--- src/rtl/p2s_dac_if.sv ---
// Sample-input handshake bundle for p2s_dac.
//   s_left / s_right : stereo sample pair, two's complement, DATA_W bits each
//   s_valid          : producer offers a pair
//   s_ready          : consumer can take a pair
// Handshake: a pair moves on a posedge where s_valid & s_ready are both 1.
// The producer keeps the pair and s_valid stable until that happens.
// s_ready does not depend on s_valid.
interface p2s_dac_if #(
  parameter int DATA_W = 16
);
  logic [DATA_W-1:0] s_left;
  logic [DATA_W-1:0] s_right;
  logic              s_valid;
  logic              s_ready;

  modport master (output s_left, output s_right, output s_valid, input s_ready);
  modport slave  (input s_left, input s_right, input s_valid, output s_ready);
endinterface

--- src/rtl/p2s_dac.sv ---
// Parallel-to-serial transmitter for the codec DAC (playback) path.
// Stereo pairs are buffered in a small FIFO. Each sample is shifted out
// MSB-first on dacdat. The frame is set by the codec-driven daclrc
// (1 = left half, 0 = right half).
// Ports:
//   clk        bit clock; all logic runs on posedge
//   rst_n      synchronous reset, active-low
//   daclrc     frame clock from the codec
//   s          sample handshake (p2s_dac_if slave: s_left, s_right, s_valid, s_ready)
//   dacdat     registered serial data to the codec
//   underrun   one-cycle pulse when a frame starts with the FIFO empty
//   fifo_level number of stereo entries currently held
//   state_dbg  serialiser state (0 = IDLE, 1 = SHIFT)
module p2s_dac #(
  parameter int DATA_W     = 16,
  parameter int FIFO_DEPTH = 2,
  parameter bit UNDERRUN_Z = 1'b1
) (
  input  logic                          clk,
  input  logic                          rst_n,
  input  logic                          daclrc,
  p2s_dac_if.slave                      s,
  output logic                          dacdat,
  output logic                          underrun,
  output logic [$clog2(FIFO_DEPTH):0]   fifo_level,
  output logic                          state_dbg
);
  localparam int PTR_W = $clog2(FIFO_DEPTH);
  localparam int LVL_W = PTR_W + 1;
  localparam int CNT_W = $clog2(DATA_W);

  typedef enum logic {IDLE = 1'b0, SHIFT = 1'b1} state_t;

  state_t              state;
  logic [DATA_W-1:0]   mem_l [FIFO_DEPTH];
  logic [DATA_W-1:0]   mem_r [FIFO_DEPTH];
  logic [PTR_W-1:0]    wr_ptr;
  logic [PTR_W-1:0]    rd_ptr;
  logic                ready_en;
  logic                daclrc_d;
  logic [DATA_W-1:0]   tx_l;
  logic [DATA_W-1:0]   tx_r;
  logic [DATA_W-1:0]   last_l;
  logic [DATA_W-1:0]   last_r;
  logic                sel_r;
  logic [CNT_W-1:0]    bitcnt;

  logic                rise;
  logic                fall;
  logic                push;
  logic                pop;
  logic [DATA_W-1:0]   head_l;
  logic [DATA_W-1:0]   head_r;
  logic [DATA_W-1:0]   new_l;
  logic [DATA_W-1:0]   new_r;
  logic [DATA_W-1:0]   cur_word;

  assign rise = daclrc & ~daclrc_d;
  assign fall = ~daclrc & daclrc_d;

  // ready_en stays low during reset, so s_ready is 0 while rst_n is asserted
  // and rises one cycle after release.
  assign s.s_ready = ready_en & (fifo_level < LVL_W'(FIFO_DEPTH));
  assign push      = s.s_valid & s.s_ready;
  // Pop only on a left-half start. There is no bypass, so a pair pushed in
  // the same cycle as a rise on an empty FIFO waits for the next frame.
  assign pop       = rise & (fifo_level != '0);

  assign head_l   = mem_l[rd_ptr];
  assign head_r   = mem_r[rd_ptr];
  assign new_l    = pop ? head_l : (UNDERRUN_Z ? '0 : last_l);
  assign new_r    = pop ? head_r : (UNDERRUN_Z ? '0 : last_r);
  assign cur_word = sel_r ? tx_r : tx_l;

  assign state_dbg = state;

  // Storage is left unreset; the pointers and the level define what is valid.
  always_ff @(posedge clk) begin
    if (push) begin
      mem_l[wr_ptr] <= s.s_left;
      mem_r[wr_ptr] <= s.s_right;
    end
  end

  always_ff @(posedge clk) begin
    if (!rst_n) begin
      // daclrc_d follows daclrc even in reset, so release never looks like an edge.
      daclrc_d   <= daclrc;
      dacdat     <= 1'b0;
      underrun   <= 1'b0;
      fifo_level <= '0;
      wr_ptr     <= '0;
      rd_ptr     <= '0;
      ready_en   <= 1'b0;
      state      <= IDLE;
      bitcnt     <= '0;
      sel_r      <= 1'b0;
      tx_l       <= '0;
      tx_r       <= '0;
      last_l     <= '0;
      last_r     <= '0;
    end else begin
      daclrc_d   <= daclrc;
      ready_en   <= 1'b1;
      underrun   <= rise & ~pop;
      fifo_level <= fifo_level + LVL_W'(push) - LVL_W'(pop);
      if (push) wr_ptr <= wr_ptr + PTR_W'(1);
      if (pop)  rd_ptr <= rd_ptr + PTR_W'(1);

      // An edge always wins over the shift in progress. This truncates short
      // half-frames, and the new channel starts its MSB in the same cycle.
      if (rise) begin
        tx_l   <= new_l;
        tx_r   <= new_r;
        if (pop) begin
          last_l <= head_l;
          last_r <= head_r;
        end
        dacdat <= new_l[DATA_W-1];
        bitcnt <= CNT_W'(DATA_W - 2);
        sel_r  <= 1'b0;
        state  <= SHIFT;
      end else if (fall) begin
        dacdat <= tx_r[DATA_W-1];
        bitcnt <= CNT_W'(DATA_W - 2);
        sel_r  <= 1'b1;
        state  <= SHIFT;
      end else begin
        case (state)
          SHIFT: begin
            dacdat <= cur_word[bitcnt];
            if (bitcnt == '0) state  <= IDLE;
            else              bitcnt <= bitcnt - CNT_W'(1);
          end
          default: begin
            // Zero padding for frames longer than DATA_W bits.
            dacdat <= 1'b0;
            state  <= IDLE;
          end
        endcase
      end
    end
  end
endmodule
--- src/flat_wrapper.sv ---
// flat-port wrapper written by rule: the top's interface ports become plain ports
module p2s_dac_flat 
#(
  parameter int DATA_W     = 16,
  parameter int FIFO_DEPTH = 2,
  parameter bit UNDERRUN_Z = 1'b1
)
  (clk, rst_n, daclrc, dacdat, underrun, fifo_level, state_dbg, s_s_left, s_s_right, s_s_valid, s_s_ready);
  p2s_dac_if #(.DATA_W(DATA_W)) s_i ();
  input  logic clk;
  input  logic rst_n;
  input  logic daclrc;
  output logic dacdat;
  output logic underrun;
  output logic [$clog2(FIFO_DEPTH):0] fifo_level;
  output logic state_dbg;
  input wire logic [$bits(s_i.s_left)-1:0] s_s_left;
  input wire logic [$bits(s_i.s_right)-1:0] s_s_right;
  input wire logic [$bits(s_i.s_valid)-1:0] s_s_valid;
  output wire logic [$bits(s_i.s_ready)-1:0] s_s_ready;
  assign s_i.s_left = s_s_left;
  assign s_i.s_right = s_s_right;
  assign s_i.s_valid = s_s_valid;
  assign s_s_ready = s_i.s_ready;
  p2s_dac #(.DATA_W(DATA_W), .FIFO_DEPTH(FIFO_DEPTH), .UNDERRUN_Z(UNDERRUN_Z)) u_core (.clk(clk), .rst_n(rst_n), .daclrc(daclrc), .s(s_i), .dacdat(dacdat), .underrun(underrun), .fifo_level(fifo_level), .state_dbg(state_dbg));
endmodule
--- config.mk ---
export PLATFORM = sky130hd
export DESIGN_NAME = p2s_dac_flat
export DESIGN_NICKNAME = d
export VERILOG_FILES = /design/src/rtl/p2s_dac_if.sv /design/src/rtl/p2s_dac.sv /design/src/flat_wrapper.sv
export SDC_FILE = /design/constraint.sdc
export NUM_CORES = 1
export LEC_CHECK = 0
export CORE_MARGIN = 2
export CORE_UTILIZATION = 51
export CTS_CLUSTER_SIZE = 14
export DETAILED_ROUTE_END_ITERATION = 10
export GPL_ROUTABILITY_DRIVEN = 0
export PLACE_DENSITY = 0.75
export SYNTH_ARGS = -nofsm -noshare
export SYNTH_HDL_FRONTEND = slang
export SYNTH_SLANG_ARGS = --single-unit
--- constraint.sdc ---
create_clock -name clk -period 2.4 [get_ports clk]
set_clock_uncertainty 0.15 [all_clocks]
set_input_delay 0.36 -clock clk [delete_from_list [all_inputs] [get_ports clk]]
set_output_delay 0.36 -clock clk [all_outputs]
set_load 0.02 [all_outputs]
# == Yosys cells after proc, flatten, opt, wreduce, memory -nomap -nowiden ==
# Memories as Yosys holds them, arrays and structs flattened. A register that Yosys moved wholly into a read port is not among the register bits.
# Cells that the tools add are included.
# word_totals
ff_bits,46
latch_bits,0
ramBits,64
rom_bits,0
input_bits,36
output_inout_bits,6
word_cells,64
n_memories,2
# mem_list
memory,depth,word_bits,read_ports,rd_clocked_by_memory_dff,wr,line,text
u_core.mem_l,2,16,1,1,1,p2s_dac.sv:35,logic [DATA_W-1:0] mem_l [FIFO_DEPTH];
u_core.mem_r,2,16,1,1,1,p2s_dac.sv:36,logic [DATA_W-1:0] mem_r [FIFO_DEPTH];
# op_classes
n_addsub,5
mul,0
n_div,0
n_lt_le_gt_ge,2
n_eq_ne,1
n_shift,0
n_mux,23
bitwise_logic,11
reduce_logical,7
# ops
operator,n
16-bit 2-to-1 mux,3
4-bit 2-to-1 mux,4
1-bit 2-to-1 mux,15
1-bit AND,6
"4-bit by 5-bit less-than comparator with 1-bit output, second input constant",1
1-bit NOT,5
1-bit binary-select mux with 4-bit select,1
4-bit zero test,1
2-bit AND reduction,2
"4-bit by 1-bit subtractor with 4-bit output, second input constant",1
"3-bit by 1-bit != test with 1-bit output, second input constant",1
3-bit nonzero test,1
3-bit OR reduction,1
"1-bit adder, second input constant",2
2-bit by 1-bit adder with 2-bit output,1
"2-bit less-than comparator, second input constant",1
2-bit nonzero test,1
2-bit OR reduction,1
2-bit by 1-bit subtractor with 2-bit output,1

# == Logic depth before layout (Yosys ltp) ==
# logic_depth
word_depth,6
mapped_depth,9
mapped_depth_nobuf,9

# == Worst setup path before layout ==
# Ideal clock, no wire load.
# synth_path
path_kind,flip-flop to flip-flop
startpoint,register u_core.fifo_level[1]
endpoint,"memory u_core.mem_l[0][0], enable pin"
setup_time_ps,421
arrival_time_ps,2371
required_time_ps,1829
slack_ps,-543
path_stages_with_launch,4
n_path_buf,0
synth_period_minus_slack_ps,2943
path_cell_list,dfxtp_1 nor2b_1 nand2_1 nor2_1
# synth_between
elab_chain_cells,5
# synth_lines
element,line,text
from (decl),p2s_dac.sv:25,"output logic [$clog2(FIFO_DEPTH):0] fifo_level,"
from (signal assigned),p2s_dac.sv:106,fifo_level <= fifo_level + LVL_W'(push) - LVL_W'(pop);
2-bit less-than comparator,p2s_dac.sv:63,assign s.s_ready = ready_en & (fifo_level < LVL_W'(FIFO_DEPTH));
1-bit AND,p2s_dac.sv:63,
net s_s_ready,flat_wrapper.sv:20,output wire logic [$bits(s_i.s_ready)-1:0] s_s_ready;
1-bit AND,p2s_dac.sv:64,assign push = s.s_valid & s.s_ready;
1-bit 2-to-1 mux,p2s_dac.sv:79,if (push) begin
1-bit 2-to-1 mux (implied by the code),p2s_dac.sv:80,mem_l[wr_ptr] <= s.s_left;
to (decl),p2s_dac.sv:35,
# The timed path passes the listed nets, and every way through them passes these cells.

# == Worst setup path after layout ==
# layout_path
startpoint,register u_core.fifo_level[1]
endpoint,output port s_s_ready
# layout_between
elab_chain_cells,2
# layout_lines
element,line
2-bit less-than comparator,p2s_dac.sv:63
1-bit AND,p2s_dac.sv:63
to (decl),flat_wrapper.sv:20
# Every way passes these cells.

==> qor.csv <==
metric;value;unit
status;complete, no violations;
# IOs;42;
number of routed nets with antenna violations;0;
total die area;9050;sq um
CTS Sinks;111;
Tmin final;2120;ps
layout cell share with drive strength beyond 1;0.0840;
num rows;33;
syn_area_per_cell;13.8;sq um
CTS tree;built;
Fillers;595;
Final Cycle Share;0.882;
power per cell area;758;nW/um^2
CTS resizes;0;
critical-path maximum fanout;6;
asr flop ratio synth;0;
cells on worst reg2reg path;6;
critical path startpoint category;flop;
CP Capture Type;output port;
Net Count, Synth;349;
hold_buf cts;0;
Main synth FF type;edfxtp_1;
synthesis-to-finish area growth;18.1;%
RSZ-0062 raised after global routing;no;
crit path launch;u_core.fifo_level[1]$_SDFF_PN0_;
first-pass GRT wire length;11800;um
critical path's slowest cell;clkdlybuf4s50_1;
worst r2r src;u_core.bitcnt[0]$_SDFFE_PP0P_;
FF/Latch Area;2860;sq um
Combinational Power Share;0.121;
Initial Utilization;0.521;
largest net degree at the start of global routing;33;
Seq cells post-synth;111;
mapped cell area;4240;sq um
multi-input combinational cell area;1280;sq um
Skew-Pair Late Insertion Delay;370;ps
slew margin rel.;0.641;
max-slew violations;0;
NetSw;0.924;mW
Hold Violations, Final;0;
commonest non-fill, non-tap cells in the layout;64 x edfxtp_1, 46 x dfxtp_1, 41 x clkdlybuf4s50_1, 37 x nand2_1, 34 x o21ai_0;
Clock power frac;0.292;
Die Ht;95.1;um
Req. time, crit path;1890;ps
# setup viols final;0;
port bufs;41;
Core Area;8130;sq um
final wirelength;6970;um
die width;95.1;um
critical path capture point;s_s_ready;
residual DRC count;0;
Hold Worst Slack;309;ps
hold crit path type;reg -> reg;
Max VDD drop;520;uV
number of global-route vias before repair;2438;
Synth Warn #;0;
Pre-antenna DRT Iters;4;
max incr delay on CP;640;ps
Post-CTS Setup Bufs;0;
Synth cell types;36;
setup TNS;0;ps
sequential fraction of the synthesis area;0.676;
RR Endpoint;u_core.bitcnt[1]$_SDFFE_PN0P_;
wire length per cell;15.1;um
worst-margin pin slew;537;ps
TritonCTS Buffers;9;
commonest non-fill, non-tap cell in the layout;edfxtp_1;
H-tree depth;3;
final core occ;0.615;
Ant. Diodes;0;
leakage power;1.71;nW
Final nets;393;
Root Buffer;clkbuf_8;
Initial DRC Count;136;
Vias;2447;
internal cell power;2.87;mW
Arrival @ worst endpoint;1610;ps
Post-synth EDFFs;64;
clock slew at reported path FFs;90;ps
clk buf depth;2;
max_cap viols;0;
hold wc startpoint;u_core.tx_r[13]$_SDFFE_PN0P_;
antenna violations before repair;0;
CP Class;reg -> out;
Reg power frac;0.587;
post-DR vias/cell;5.30;
DP Wirelength;4550;um
grt ovf;0;
Post-Synthesis Cells;308;
crit-path cells;nor2b_1 -> clkdlybuf4s50_1;
Overall Global Routing Usage;0.176;
sw frac;0.243;
fmax;473;MHz
FF-to-FF setup slack;430;ps
[critical path, delay by kind of cell, from the launching register on]
family | cells | cell delay (ps)
DFF | 1 | 380
and+or+nand+nor | 1 | 220
buffers and inverters | 1 | 640
[worst min path at each step]
stage	to	depth (start not counted)	slack, ps
floorplan	u_core.daclrc_d$_DFF_P_	0	240
global placement	u_core.tx_l[15]$_SDFFE_PN0P_	2	280
detailed placement	u_core.tx_r[5]$_SDFFE_PN0P_	2	290
CTS	u_core.tx_r[13]$_SDFFE_PN0P_	2	310
global route	u_core.daclrc_d$_DFF_P_	1	340
finish	u_core.tx_r[13]$_SDFFE_PN0P_	2	310
[power by group through the flow]
stage	clock [mW]	combinational, mW	sequential, mW
floorplan	0	0.299	2.24
global placement	0	0.456	2.27
detailed placement	0	0.465	2.27
CTS	1.14	0.467	2.23
global route	1.21	0.512	2.24
finish	1.11	0.460	2.23
[synth_stat cells, types with 4 or more instances]
library cell | instances | share of area
xnor2_1 | 5 | 0.010
o21ai_0 | 34 | 0.040
a21oi_1 | 4 | 0.0047
nand2_1 | 37 | 0.033
edfxtp_1 | 64 | 0.45
buf_2 | 4 | 0.0047
mux2i_1 | 33 | 0.078
ha_1 | 5 | 0.015
nor2b_1 | 7 | 0.010
clkbuf_1 | 10 | 0.0089
nor2_1 | 6 | 0.0053
inv_1 | 7 | 0.0062
mux2_2 | 4 | 0.011
mux4_1 | 6 | 0.037
dfxtp_1 | 47 | 0.22
[cell families (layout without fill, tap and decap cells)]
kind of cell,Yosys count,in the layout,share of synthesized area
compound gates,54,54,0.0747
simple gates,67,67,0.0735
xor+xnor,5,5,0.0103
fa+ha+maj,5,5,0.0148
mux,43,43,0.126
buf+inv,23,72,0.0251
flops,111,111,0.676
[sequential cells by signal, summed over array words and instances (netlist names), named ones only]
name and flops:
u_core.ready_en 1, u_core.state_dbg 1, u_core.dacdat 1, u_core.mem_l 32, u_core.daclrc_d 1, u_core.mem_r 32, u_core.sel_r 1, u_core.tx_r 16
u_core.underrun 1, u_core.tx_l 16, u_core.wr_ptr 1, u_core.bitcnt 4, u_core.rd_ptr 1, u_core.fifo_level 2
[stage by stage]
step	cells	cell area (sq um)	setup slack [ps]	total power [mW]
3_3_place_gp	446	4810	108	2.72
4_1_cts	462	5000	251	3.83
3_5_place_dp	446	4810	72.7	2.74
2_1_floorplan	308	4240	125	2.54
5_1_grt	462	5000	181	3.96
6_report	462	5000	284	3.79
[cell type report]
class | count | share of cell area
clock buffer | 10 | 0.0255
clock inverter | 6 | 0.0138
inverter | 7 | 0.00525
multi-input combinational | 174 | 0.255
sequential | 111 | 0.572
tap | 105 | 0.0263
timing repair buffer | 49 | 0.102
[metal layers]
metal	part of all wire	vias up	track usage	wire length, um
met5	0	-	0	0
met1	0.45	1163	0.227	3170
met2	0.48	58	0.278	3340
met3	0.043	12	0.0435	297
li1	-	1214	-	-
met4	0.024	0	0.0906	166
No activity file was read; power rests on OpenSTA's default activity.
